File: config.mk
export PLATFORM = sky130hd
export DESIGN_NAME = lsu_sram
export DESIGN_NICKNAME = d
export VERILOG_FILES = /design/src/rtl/lsu_sram_pkg.sv /design/src/rtl/lsu_sram_load_align.sv /design/src/rtl/lsu_sram.sv
export SDC_FILE = /design/constraint.sdc
export NUM_CORES = 1
export LEC_CHECK = 0
export ABC_AREA = 0
export CORE_UTILIZATION = 40
export CTS_BUF_LIST = sky130_fd_sc_hd__clkbuf_4 sky130_fd_sc_hd__clkbuf_8
export DETAILED_ROUTE_END_ITERATION = 8
export GPL_TIMING_DRIVEN = 0
export MAX_ROUTING_LAYER = met4
export PLACE_DENSITY = 0.78
export SYNTH_ARGS = -nofsm -noshare
export SYNTH_HDL_FRONTEND = slang
export SYNTH_SLANG_ARGS = --single-unit
export TNS_END_PERCENT = 20
File: constraint.sdc
create_clock -name clk -period 1.7 [get_ports clk]
set_input_delay 0.34 -clock clk [delete_from_list [all_inputs] [get_ports clk]]
set_output_delay 0.34 -clock clk [all_outputs]
set_load 0.03 [all_outputs]
File: src/rtl/lsu_sram_pkg.sv
// Shared types and helpers for the SRAM-interface load/store unit.
package lsu_sram_pkg;

  localparam logic [1:0] SZ_BYTE = 2'd0;
  localparam logic [1:0] SZ_HALF = 2'd1;
  localparam logic [1:0] SZ_WORD = 2'd2;

  typedef enum logic [1:0] {
    ST_IDLE = 2'd0,
    ST_REQ  = 2'd1,
    ST_WAIT = 2'd2,
    ST_DONE = 2'd3
  } lsu_state_e;

  // Request fields latched at start and held on the bus until accepted.
  typedef struct packed {
    logic        wr;
    logic [1:0]  size;
    logic        uns;
    logic [31:0] addr;
    logic [3:0]  wstrb;
    logic [31:0] wdata;
  } lsu_req_t;

  // Size 3 is undefined on the core side; treat it like a word everywhere.
  function automatic logic misaligned(input logic [1:0] size, input logic [1:0] off);
    case (size)
      SZ_BYTE: misaligned = 1'b0;
      SZ_HALF: misaligned = off[0];
      default: misaligned = |off;
    endcase
  endfunction

  function automatic logic [3:0] store_strb(input logic [1:0] size, input logic [1:0] off);
    case (size)
      SZ_BYTE: store_strb = 4'b0001 << off;
      SZ_HALF: store_strb = 4'b0011 << off;
      default: store_strb = 4'b1111;
    endcase
  endfunction

  // Replicate right-justified store data across every lane it may land on.
  function automatic logic [31:0] store_lanes(input logic [1:0] size, input logic [31:0] wdata);
    case (size)
      SZ_BYTE: store_lanes = {4{wdata[7:0]}};
      SZ_HALF: store_lanes = {2{wdata[15:0]}};
      default: store_lanes = wdata;
    endcase
  endfunction

endpackage

File: src/rtl/lsu_sram_load_align.sv
// Right-justifies and extends the addressed byte/halfword of a read word.
module lsu_load_align
  import lsu_sram_pkg::*;
(
  input  logic [31:0] rdata_i,
  input  logic [1:0]  off_i,
  input  logic [1:0]  size_i,
  input  logic        uns_i,
  output logic [31:0] ld_data_o
);

  logic [7:0]  byte_sel;
  logic [15:0] half_sel;
  logic        bsign;
  logic        hsign;

  // Lane select then sign/zero extension by access size.
  always_comb begin
    byte_sel  = rdata_i[{off_i, 3'b000} +: 8];
    half_sel  = rdata_i[{off_i[1], 4'b0000} +: 16];
    bsign     = ~uns_i & byte_sel[7];
    hsign     = ~uns_i & half_sel[15];
    ld_data_o = rdata_i;
    case (size_i)
      SZ_BYTE: ld_data_o = {{24{bsign}}, byte_sel};
      SZ_HALF: ld_data_o = {{16{hsign}}, half_sel};
      default: ld_data_o = rdata_i;
    endcase
  end

endmodule

File: src/rtl/lsu_sram.sv
// MEM-stage load/store unit: one SRAM-like request/response per operation,
// stalling the pipeline until the response, with flush-cancel draining.
module lsu_sram
  import lsu_sram_pkg::*;
(
  input  logic        clk,
  input  logic        resetn,
  input  logic        mem_en,
  input  logic        mem_wr,
  input  logic [1:0]  mem_size,
  input  logic        mem_unsigned,
  input  logic [31:0] mem_addr,
  input  logic [31:0] mem_wdata,
  input  logic        flush,
  output logic        data_req,
  output logic        data_wr,
  output logic [1:0]  data_size,
  output logic [31:0] data_addr,
  output logic [3:0]  data_wstrb,
  output logic [31:0] data_wdata,
  input  logic        data_addr_ok,
  input  logic        data_data_ok,
  input  logic [31:0] data_rdata,
  output logic [31:0] ld_data,
  output logic        done,
  output logic        stall,
  output logic        adel,
  output logic        ades
);

  lsu_state_e  state_q;
  logic        cnl_q;
  lsu_req_t    req_q;
  lsu_req_t    req_d;
  logic [31:0] ld_q;
  logic        done_q;

  logic        misal;
  logic        start;
  logic        cancel;
  logic [31:0] ld_align;

  assign misal  = misaligned(mem_size, mem_addr[1:0]);
  assign adel   = mem_en & misal & ~mem_wr;
  assign ades   = mem_en & misal & mem_wr;
  assign start  = (state_q == ST_IDLE) & mem_en & ~misal & ~flush;
  // A flush arriving on the response cycle itself also discards that response.
  assign cancel = cnl_q | flush;

  // Fields captured when a new operation starts; loads drive no strobes.
  always_comb begin
    req_d       = '0;
    req_d.wr    = mem_wr;
    req_d.size  = mem_size;
    req_d.uns   = mem_unsigned;
    req_d.addr  = mem_addr;
    req_d.wstrb = mem_wr ? store_strb(mem_size, mem_addr[1:0]) : 4'b0000;
    req_d.wdata = store_lanes(mem_size, mem_wdata);
  end

  lsu_load_align u_align (
    .rdata_i   (data_rdata),
    .off_i     (req_q.addr[1:0]),
    .size_i    (req_q.size),
    .uns_i     (req_q.uns),
    .ld_data_o (ld_align)
  );

  // Transaction FSM with cancel flag, latched request and load result.
  always_ff @(posedge clk or negedge resetn) begin
    if (!resetn) begin
      state_q <= ST_IDLE;
      cnl_q   <= 1'b0;
      req_q   <= '0;
      ld_q    <= '0;
      done_q  <= 1'b0;
    end else begin
      done_q <= 1'b0;
      case (state_q)
        ST_IDLE: begin
          cnl_q <= 1'b0;
          if (start) begin
            req_q   <= req_d;
            state_q <= ST_REQ;
          end
        end
        ST_REQ: begin
          if (flush) cnl_q <= 1'b1;
          // data_ok before the request is accepted cannot belong to it.
          if (data_addr_ok) begin
            if (!data_data_ok) begin
              state_q <= ST_WAIT;
            end else if (cancel) begin
              state_q <= ST_IDLE;
              cnl_q   <= 1'b0;
            end else begin
              state_q <= ST_DONE;
              done_q  <= 1'b1;
              if (!req_q.wr) ld_q <= ld_align;
            end
          end
        end
        ST_WAIT: begin
          if (flush) cnl_q <= 1'b1;
          if (data_data_ok) begin
            if (cancel) begin
              state_q <= ST_IDLE;
              cnl_q   <= 1'b0;
            end else begin
              state_q <= ST_DONE;
              done_q  <= 1'b1;
              if (!req_q.wr) ld_q <= ld_align;
            end
          end
        end
        ST_DONE: begin
          // Same instruction still in MEM this cycle; do not restart on it.
          state_q <= ST_IDLE;
        end
        default: state_q <= ST_IDLE;
      endcase
    end
  end

  // A cancelled transaction only stalls a new op waiting behind it.
  assign stall = start
               | (((state_q == ST_REQ) | (state_q == ST_WAIT)) & ~cnl_q)
               | (cnl_q & mem_en);

  assign data_req   = (state_q == ST_REQ);
  assign data_wr    = req_q.wr;
  assign data_size  = req_q.size;
  assign data_addr  = req_q.addr;
  assign data_wstrb = req_q.wstrb;
  assign data_wdata = req_q.wdata;
  assign ld_data    = ld_q;
  assign done       = done_q;

endmodule
* Word-level counts from Yosys, hierarchy flattened
Cells that the tools add are included.
** Word-level totals
- Flip-flop bits (word level) :: 108
- Bits in latches :: 0
- Bits in writable memories :: 0
- Memory bits (read-only) :: 0
- Input bits :: 106
- Output and inout port bits :: 108
- Logic and storage cells :: 75
- Memories kept :: 0
** Cells by class
- $add $sub $neg :: 0
- Multiply operators :: 0
- Divide/modulo/power cells :: 0
- Order comparisons :: 0
- Equal/unequal tests :: 8
- Shifts and indexed selects :: 4
- Muxes and demuxes :: 25
- Bitwise gates (word level) :: 19
- Reduce and logical (&&, ||, !) cells :: 9
** Operator list (count)
- $pmux W32 S2 :: 3
- $mux W32 :: 4
- $shiftx A32 B6 Y16 :: 1
- $shiftx A32 B6 Y8 :: 1
- $and A1 B1 Y1 :: 10
- $mux W2 :: 5
- $pmux W2 S4 :: 1
- $pmux W4 S2 :: 1
- $mux W1 :: 7
- $eq A2 B1 Y1 const B :: 3
- $logic_not A2 Y1 :: 3
- $not A1 Y1 :: 5
- $eq A2 B2 Y1 const B :: 2
- $mux W4 :: 1
- $ne A2 B2 Y1 const B :: 2
- $or A1 B1 Y1 :: 4
- $pmux W1 S2 :: 2
- $reduce_and A2 Y1 :: 2
- $shl A1 B2 Y4 const A :: 1
- $shl A2 B2 Y4 const A :: 1
- $pmux W1 S3 :: 1
- $reduce_and A3 Y1 :: 1
- $reduce_bool A3 Y1 :: 1
- $ne A2 B1 Y1 const B :: 1
- other kinds (2) :: 2

* Depth between registers and ports, before layout
Gate-level depths: netlist (run 1).
- Depth in word-level cells :: 8
- Depth in mapped cells :: 8
- Gate-level depth less buffers :: 6

* Cells and area by module
A second synthesis (run 1) with hierarchy kept.
** Second synthesis, totals
- Cell total of the unflattened synthesis :: 537
- Area, all modules :: 5798.1 um2
** By module, submodules not included
- lsu_sram :: instances 1, cells each 420, area an instance 5083.6 um2, sequential area each 2702.6 um2
- lsu_load_align :: instances 1, cells each 117, area an instance 714.4 um2, sequential area each 0.0 um2

* Worst setup path before layout (run 1)
OpenSTA, ideal clock, no wires.
- Path kind :: flip-flop to flip-flop
- Start point :: reg state_q[1]
- End point :: reg ld_q[28] (netlist: ld_data[28])
- Setup time :: 0.121 ns
- Arrival :: 1.981 ns
- Required time :: 1.579 ns
- Slack :: -0.402 ns
- Stages on the path, launching flop included :: 9
- Path buffers :: 2
- Clock period less this slack :: 2.102 ns
- Cells stage by stage :: dfrtp_1 > inv_1 > ha_1 > mux2_1 > and4b_1 > buf_4 > buf_2 > nor2_1 > a21oi_2
** On the way
- Cells in the longest elaborated chain, start to end :: 3
- Elaborated cells between the ends (all ways) :: 6
- Classes of those cells :: eq/ne: 3; mux: 1; reduce/logical: 2
** RTL lines
- from (decl) :: line lsu_sram.sv:31 : lsu_state_e state_q;
- from (signal assigned) :: line lsu_sram.sv:72 : state_q <= ST_IDLE;
- from (signal assigned) :: line lsu_sram.sv:84 : state_q <= ST_REQ;
- from (signal assigned) :: line lsu_sram.sv:92 : state_q <= ST_WAIT;
- $eq A2 B1 Y1 *
- via data_req :: line lsu_sram.sv:15 : output logic data_req,
- $ne A2 B1 Y1 (no source line) or $reduce_bool A2 Y1 (tied branches)
- $reduce_and A2 Y1 (no source line)
- to (signal assigned) :: line lsu_sram.sv:99 : if (!req_q.wr) ld_q <= ld_align;
- to (signal assigned) :: line lsu_sram.sv:112 : if (!req_q.wr) ld_q <= ld_align;
- to (decl) :: line lsu_sram.sv:35 : logic [31:0] ld_q;
Mark *: on every way through the listed nets, which the timed path passes. The rest lies on a longest branch.
A chain may end at the register's enable or synchronous reset.

* Worst setup path in the final report (run 1)
- Start point :: reg state_q[0]
- End point :: out stall
** On the way
- Cells in the longest elaborated chain, start to end :: 6
- Elaborated cells between the ends (all ways) :: 10
- Classes of those cells :: eq/ne: 2; bitwise: 7; reduce/logical: 1
** RTL lines
- $logic_not A2 Y1 :: line lsu_sram.sv:46 : assign start = (state_q == ST_IDLE) & mem_en & ~misal & ~flush;
- $and A1 B1 Y1 (3 in series) :: line lsu_sram.sv:46
- $or A1 B1 Y1 * :: line lsu_sram.sv:127 : | (((state_q == ST_REQ) | (state_q == ST_WAIT)) & ~cnl_q)
- $or A1 B1 Y1 * :: line lsu_sram.sv:128 : | (cnl_q & mem_en);
- to (decl) :: line lsu_sram.sv:26 : output logic stall,
Every way passes the cells marked *; elsewhere a longest branch is shown, timed or not.

==> results of run 1 <==
-- power groups by stage --
stage                     clock [mW]  combinational (mW)  sequential, mW
after floorplan                    0                2.83            7.02
after global placement             0                8.75            4.58
after detailed placement           0                8.93            4.65
after CTS                       1.74                8.35            4.54
after global routing            1.84                9.09            4.80
final                           1.71                8.57            4.64
-- path summary, 6_finish.rpt --
check                            start           end
max                         state_q[0]         stall
min                             resetn    ld_data[2]
max reg2reg                 state_q[1]   ld_data[19]
min reg2reg                ld_data[15]   ld_data[15]
max in group asynchronous       resetn  data_size[0]
min in group clk           mem_addr[1]  data_addr[1]
-- registers in the layout, summed over array words and instances, names as in the netlist --
| signal | count |
|---|---|
| data_wr | 1 |
| cnl_q | 1 |
| data_wstrb | 4 |
| req_q | 1 |
| done | 1 |
| ld_data | 32 |
| data_size | 2 |
| data_wdata | 32 |
| data_addr | 32 |
| state_q | 2 |
-- layout make-up --
cell class	count	area (µm²)
Fill cell	1044	4508
Sequential cell	108	2706
Multi-Input combinational cell	341	2570
Timing Repair Buffer	227	2151
Buffer	33	281.5
Tap cell	172	215.2
Clock buffer	13	172.7
Clock inverter	3	43.79
Inverter	6	22.52
-- Yosys cell counts (all sizes together) --
cell	count	area share (%)
buf	22	2.5
nor2	50	3.6
a221o	1	0.19
nor4	3	0.36
ha	5	1.2
nand3	2	0.19
o311ai	1	0.31
nor3	1	0.095
nor3b	2	0.38
mux2i	42	8.5
clkbuf	11	0.81
dfrtp	108	52
a21oi	39	4.4
a311oi	1	0.50
or4b	1	0.19
and2	7	0.84
nor2b	4	0.48
inv	6	0.43
mux2	46	9.9
nand2b	4	0.48
nand4b	1	0.29
and3	1	0.12
or4	1	0.21
nand2	59	4.2
o31ai	1	0.14
a31oi	7	0.84
o22ai	9	1.2
a22oi	7	1.0
and4b	1	0.19
o21ai	37	3.5
nand4	1	0.12
o22a	7	1.2
-- through the flow --
stage / setup WS (ns) / power [mW] / cells / setup TNS [ns]
detailed placement: -1.273 / 13.58 / 874 / -57.36
global placement: -4.242 / 13.33 / 873 / -469.06
floorplan: -0.08335 / 9.851 / 488 / -1.718
global route: -0.3347 / 15.73 / 903 / -10.64
finish: -0.2590 / 14.92 / 903 / -6.378
CTS: -0.2446 / 14.64 / 902 / -5.826
-- cells by family (layout without fill, tap and decap cells) --
kind of cell / count (synthesis) / in the layout / synth area share, %
compound gates: 110 / 110 / 13.33
simple gates: 138 / 138 / 11.75
buf+inv: 39 / 282 / 3.750
fa+ha+maj: 5 / 5 / 1.194
mux: 88 / 88 / 18.39
flops: 108 / 108 / 51.59
-- worst register-to-register path, cell delays in order (launching register included) --
cell     delay [ns]
dfrtp_1        0.41
inv_2          0.10
buf_6          0.11
ha_4           0.13
mux2_4         0.31
and4b_2        0.31
buf_8          0.16
buf_12         0.15
nor2_2         0.08
a21oi_1        0.06
-- what timing repair did --
item | in CTS | in global routing
pin swaps | 2 | 3
setup endpoints to repair | 211 | 108
cloned | 0 | 1
setup buffers | 12 | 0
resized for setup | 160 | 51
-- per-layer routing --
layer / wire [µm] / vias up
li1: - / 2190
met1: 6485 / 2287
met2: 8357 / 226
met3: 1437 / 33
met4: 518 / 0
met5: 0 / -
==> results.py, run 1 <==
metrics = {
    "pwr": {
        "seqPwrFrac_pct": 31.1,
        "clockPowerShare_pct": 11.4,
        "power.switching_mw": 6.881,
        "p_leak_nw": 3.719,
        "ir_drop_uv": 949.9,
        "internal_power_mw": 8.034,
        "p_per_area_nw_per_um2": 1827,
        "p_sw_share_pct": 46.14,
        "combPwrFrac_pct": 57.5,
    },
    "sta": {
        "slew_headroom_pct": 40.56,
        "hold_viol_final": 0,
        "setup_viol": 44,
        "fin_crit_sh_pct": 115.2,
        "min_period_ns": 1.959,
        "rsz0062_at_grt": "yes",
        "setup_ws_ns": -0.2590,
        "holdWs_ns": 0.03359,
        "max_freq_mhz": 510.5,
        "fin_skew_ns": 0.01044,
        "worst_slew_pin_slew_ns": 0.8883,
        "slew_viol_final": 0,
    },
    "worst_setup_path": {
        "critPathBufInv": 4,
        "cp_max_fo": 3,
        "r2r_setup_slack_ns": -0.23,
        "cp_slowest_stage_delay_ns": 0.42,
        "cpMostUsedCell": "buf_6",
        "slowest_stage": "dfrtp_1",
        "path_depth": 7,
        "critPathLaunchType": "flop",
        "ff2ff_path_depth": 9,
        "cp.required_ns": 1.36,
        "cp.arrival_ns": 1.62,
        "path_cells": "inv_2, ha_4, nand4_1, buf_6, clkbuf_16, nand2_4, buf_6",
        "critPathTopFamily": "buffers and inverters",
        "endpoint_kind": "output pin",
        "setup.worst_path.class": "flop to output pin",
    },
    "floorplan": {
        "die_h_um": 116.4,
        "dieArea_um2": 13560,
        "ioPinCount": 214,
        "dieWidth_um": 116.4,
        "fp.coreArea_um2": 12670,
        "rows": 41,
        "initial_core_util_pct": 41.34,
    },
    "yosys": {
        "ys_ff_latch": 108,
        "ys_warn_count": 0,
        "synth_nets": 599,
        "yosysSeqAreaShare_pct": 51.59,
        "syn_area_per_cell_um2": 10.74,
        "synth_cells": 488,
        "synth_area_um2": 5239,
        "synth_cell_types": 42,
    },
    "final_layout": {
        "layout_common_cells": "dlygate4sd2_1 (108), dfrtp_1 (105), clkdlybuf4s50_1 (99)",
        "antenna_cells": 0,
        "layout-drive-gt1-share_pct": 22.57,
        "syn2layout_area_growth_pct": 55.82,
        "finalInstanceArea_um2": 8163,
        "final_util_pct": 64.42,
        "final_common_cell": "dlygate4sd2_1",
        "fin_nets": 837,
    },
    "global_routing": {
        "grt_max_degree": 58,
        "grtUsageMet3_pct": 6.331,
        "grt_pass1_wl_um": 25360,
        "antenna_found_initial": 0,
        "grt_most_used_layer": "met2",
        "grt_usage_pct": 25.91,
        "grt_use_met2_pct": 44.14,
        "overflow": 0,
        "met1_usage_pct": 28.26,
        "grt_pass1_vias": 4891,
    },
    "clocking": {
        "clk_pin_slew_ns": 0.10,
        "hold_buffers": 0,
        "cts.sinks": 108,
        "cts_buffers": 9,
        "cts_root_buf": "clkbuf_8",
        "htreeDepth": 3,
        "clk_path_buf_depth": 2,
        "cts_tree": "done",
        "insertion_delay_ns": 0.38,
    },
    "detailed_routing": {
        "detail_route.wl_per_cell_um": 18.60,
        "postRouteAntennaNets": 0,
        "first_pass_iters": 6,
        "drt_wl_total_um": 16800,
        "drtIter0Drc": 261,
        "vias": 4736,
        "drc_errors": 0,
        "avgViaCountPerCell": 5.245,
    },
    "job": {
        "maxCapViolCount": 0,
    },
    "place": {
        "io_buffers": 213,
        "gp_congestion": 0.8841,
        "postPlaceCellArea_um2": 7691,
        "dp_hpwl_um": 12350,
    },
    "outcome": {
        "violations": "setup timing",
        "status": "finished with violations",
    },
    "worst_hold_path": {
        "worstHoldPathType": "input pin to asynchronous set/reset pin",
    },
}
Power figures use the tool's default switching activity.
==> run 2, diff against run 1 <==
Settings changed: CELL_PAD_IN_SITES_DETAIL_PLACEMENT from default to 1, CELL_PAD_IN_SITES_GLOBAL_PLACEMENT from default to 1, CORE_UTILIZATION 40 to 30, PLACE_DENSITY 0.78 to 0.88, SKIP_LAST_GASP from default to 1.
==> results.py, run 2 (same netlist as run 1, synthesis figures left out) <==
metrics = {
    "detailed_routing": {
        "avgViaCountPerCell": 5.127,
        "drtIter0Drc": 169,
        "vias": 4922,
        "drt_wl_total_um": 20340,
        "detail_route.wl_per_cell_um": 21.19,
        "postRouteAntennaNets": 0,
        "first_pass_iters": 7,
        "drc_errors": 0,
    },
    "sta": {
        "setup_viol": 170,
        "setup_ws_ns": -0.3815,
        "rsz0062_at_grt": "yes",
        "hold_viol_final": 0,
        "fin_crit_sh_pct": 122.4,
        "min_period_ns": 2.081,
        "max_freq_mhz": 480.4,
        "fin_skew_ns": 0.008501,
        "worst_slew_pin_slew_ns": 0.9863,
        "slew_viol_final": 0,
        "slew_headroom_pct": 34.00,
    },
    "global_routing": {
        "grt_usage_pct": 22.17,
        "grt_pass1_wl_um": 29310,
        "antenna_found_initial": 0,
        "overflow": 0,
        "grt_pass1_vias": 5189,
        "grt_max_degree": 65,
    },
    "floorplan": {
        "fp.coreArea_um2": 16820,
        "rows": 47,
        "die_h_um": 134.1,
        "ioPinCount": 214,
        "initial_core_util_pct": 31.15,
        "dieWidth_um": 134.1,
        "dieArea_um2": 17990,
    },
    "clocking": {
        "clk_pin_slew_ns": 0.12,
        "cts_root_buf": "clkbuf_8",
        "cts.sinks": 108,
        "cts_buffers": 9,
        "cts_tree": "done",
        "clk_path_buf_depth": 2,
        "htreeDepth": 3,
        "insertion_delay_ns": 0.38,
    },
    "final_layout": {
        "register_area_um2": 2706,
        "layout.cells.non_filler": 960,
        "antenna_cells": 0,
        "final_util_pct": 50.83,
        "multi_input_area_um2": 2610,
        "final_common_cell": "clkdlybuf4s50_1",
        "fin_nets": 846,
        "layout_common_cells": "clkdlybuf4s50_1 (202), dfrtp_1 (105), nand2_1 (58)",
        "fillers": 1816,
        "layout-drive-gt1-share_pct": 23.51,
        "finalInstanceArea_um2": 8549,
        "syn2layout_area_growth_pct": 63.20,
    },
    "worst_hold_path": {
        "worstHoldPathType": "input pin to asynchronous set/reset pin",
    },
    "worst_setup_path": {
        "setup.worst_path.class": "flop to flop",
        "cp.arrival_ns": 2.36,
        "critPathLaunchType": "flop",
        "endpoint_kind": "flop",
        "cp_max_fo": 7,
        "cp.required_ns": 1.98,
    },
    "job": {
        "maxCapViolCount": 0,
    },
    "pwr": {
        "p_sw_share_pct": 45.64,
        "seqPwrFrac_pct": 29.1,
        "clockPowerShare_pct": 9.8,
        "internal_power_mw": 8.822,
        "p_leak_nw": 3.602,
        "power.switching_mw": 7.407,
        "combPwrFrac_pct": 61.1,
        "p_per_area_nw_per_um2": 1898,
        "ir_drop_uv": 820.2,
    },
    "place": {
        "io_buffers": 213,
        "postPlaceCellArea_um2": 7755,
        "dp_hpwl_um": 13870,
        "gp_congestion": 0.8655,
        "dp.cells": 922,
    },
    "outcome": {
        "status": "finished with violations",
        "violations": "setup timing",
    },
}
==> run 2: power by group through the flow <==
stage	Sequential (mW)	Combinational (mW)	Clock [mW]
4_1_cts	4.60	9.42	1.66
2_1_floorplan	7.02	2.83	0
3_5_place_dp	4.65	9.07	0
3_3_place_gp	4.55	8.88	0
5_1_grt	4.88	10.4	1.77
6_report	4.72	9.92	1.60
==> run 2: stage by stage <==
stage               power, mW  TNS (ns)  worst slack, ns  hold WS [ns]
CTS                     15.68    -21.27          -0.3178        0.4144
global route            17.06    -31.14          -0.4531        0.4366
finish                  16.23    -18.28          -0.3815        0.4451
global placement        13.43   -519.51           -4.681        0.4610
detailed placement      13.72    -66.63           -1.364        0.3107
floorplan               9.851    -1.718         -0.08335       0.04441
==> run 2: repair_timing <==
action | 4_1_cts | 5_1_grt
gates resized for setup | 63 | 63
endpoints found under the hold margin | 44 | 0
buffers inserted | 14 | 4
gates cloned | 1 | 3
pin swaps | 4 | 6
endpoints found under the setup margin | 212 | 212
hold buffers | 1 | 0
==> run 2: worst paths after layout <==
kind | end | slack [ns] | from | depth (start not counted)
max in group asynchronous | data_addr[7] | 0.54 | resetn | 3
hold / removal | ld_data[16] | 0.45 | resetn | 2
hold reg to reg | data_wdata[12] | 0.49 | data_wdata[12] | 2
setup / recovery | ld_data[1] | -0.38 | state_q[0] | 9
min in group clk | data_addr[0] | 0.45 | mem_addr[0] | 2
setup reg to reg | ld_data[1] | -0.38 | state_q[0] | 9
==> run 2: final cells by class <==
| class | instances | share of cell area [%] |
|---|---|---|
| buffer | 32 | 3.703 |
| clock buffer | 10 | 1.610 |
| clock inverter | 6 | 0.5561 |
| inverter | 6 | 0.2634 |
| multi-input combinational | 341 | 30.53 |
| sequential | 108 | 31.66 |
| tap | 220 | 3.220 |
| timing repair buffer | 237 | 28.46 |
==> run 2: worst max-delay path, cell delays in order (launching register included) <==
cell	delay, ns
dfrtp_1	0.42
buf_4	0.15
buf_6	0.12
ha_4	0.16
mux2_4	0.21
and4b_4	0.32
buf_12	0.17
buf_12	0.14
nor2_1	0.06
a31oi_1	0.24
==> run 2: routing by layer <==
metal	share of wire (%)	vias to the layer above	global-route usage, %	wire length [µm]
met5	0	-	-	0
met4	2.0	0	6.242	400
met3	7.1	34	5.480	1449
met2	50	219	37.88	10260
met1	40	2471	25.78	8236
li1	-	2198	-	-
==> run 3, diff against run 2 <==
Settings changed: SLEW_MARGIN from default to 20.
==> results of run 3 <==
Same layout as run 2: the final DEF is identical, and so are final timing and power.
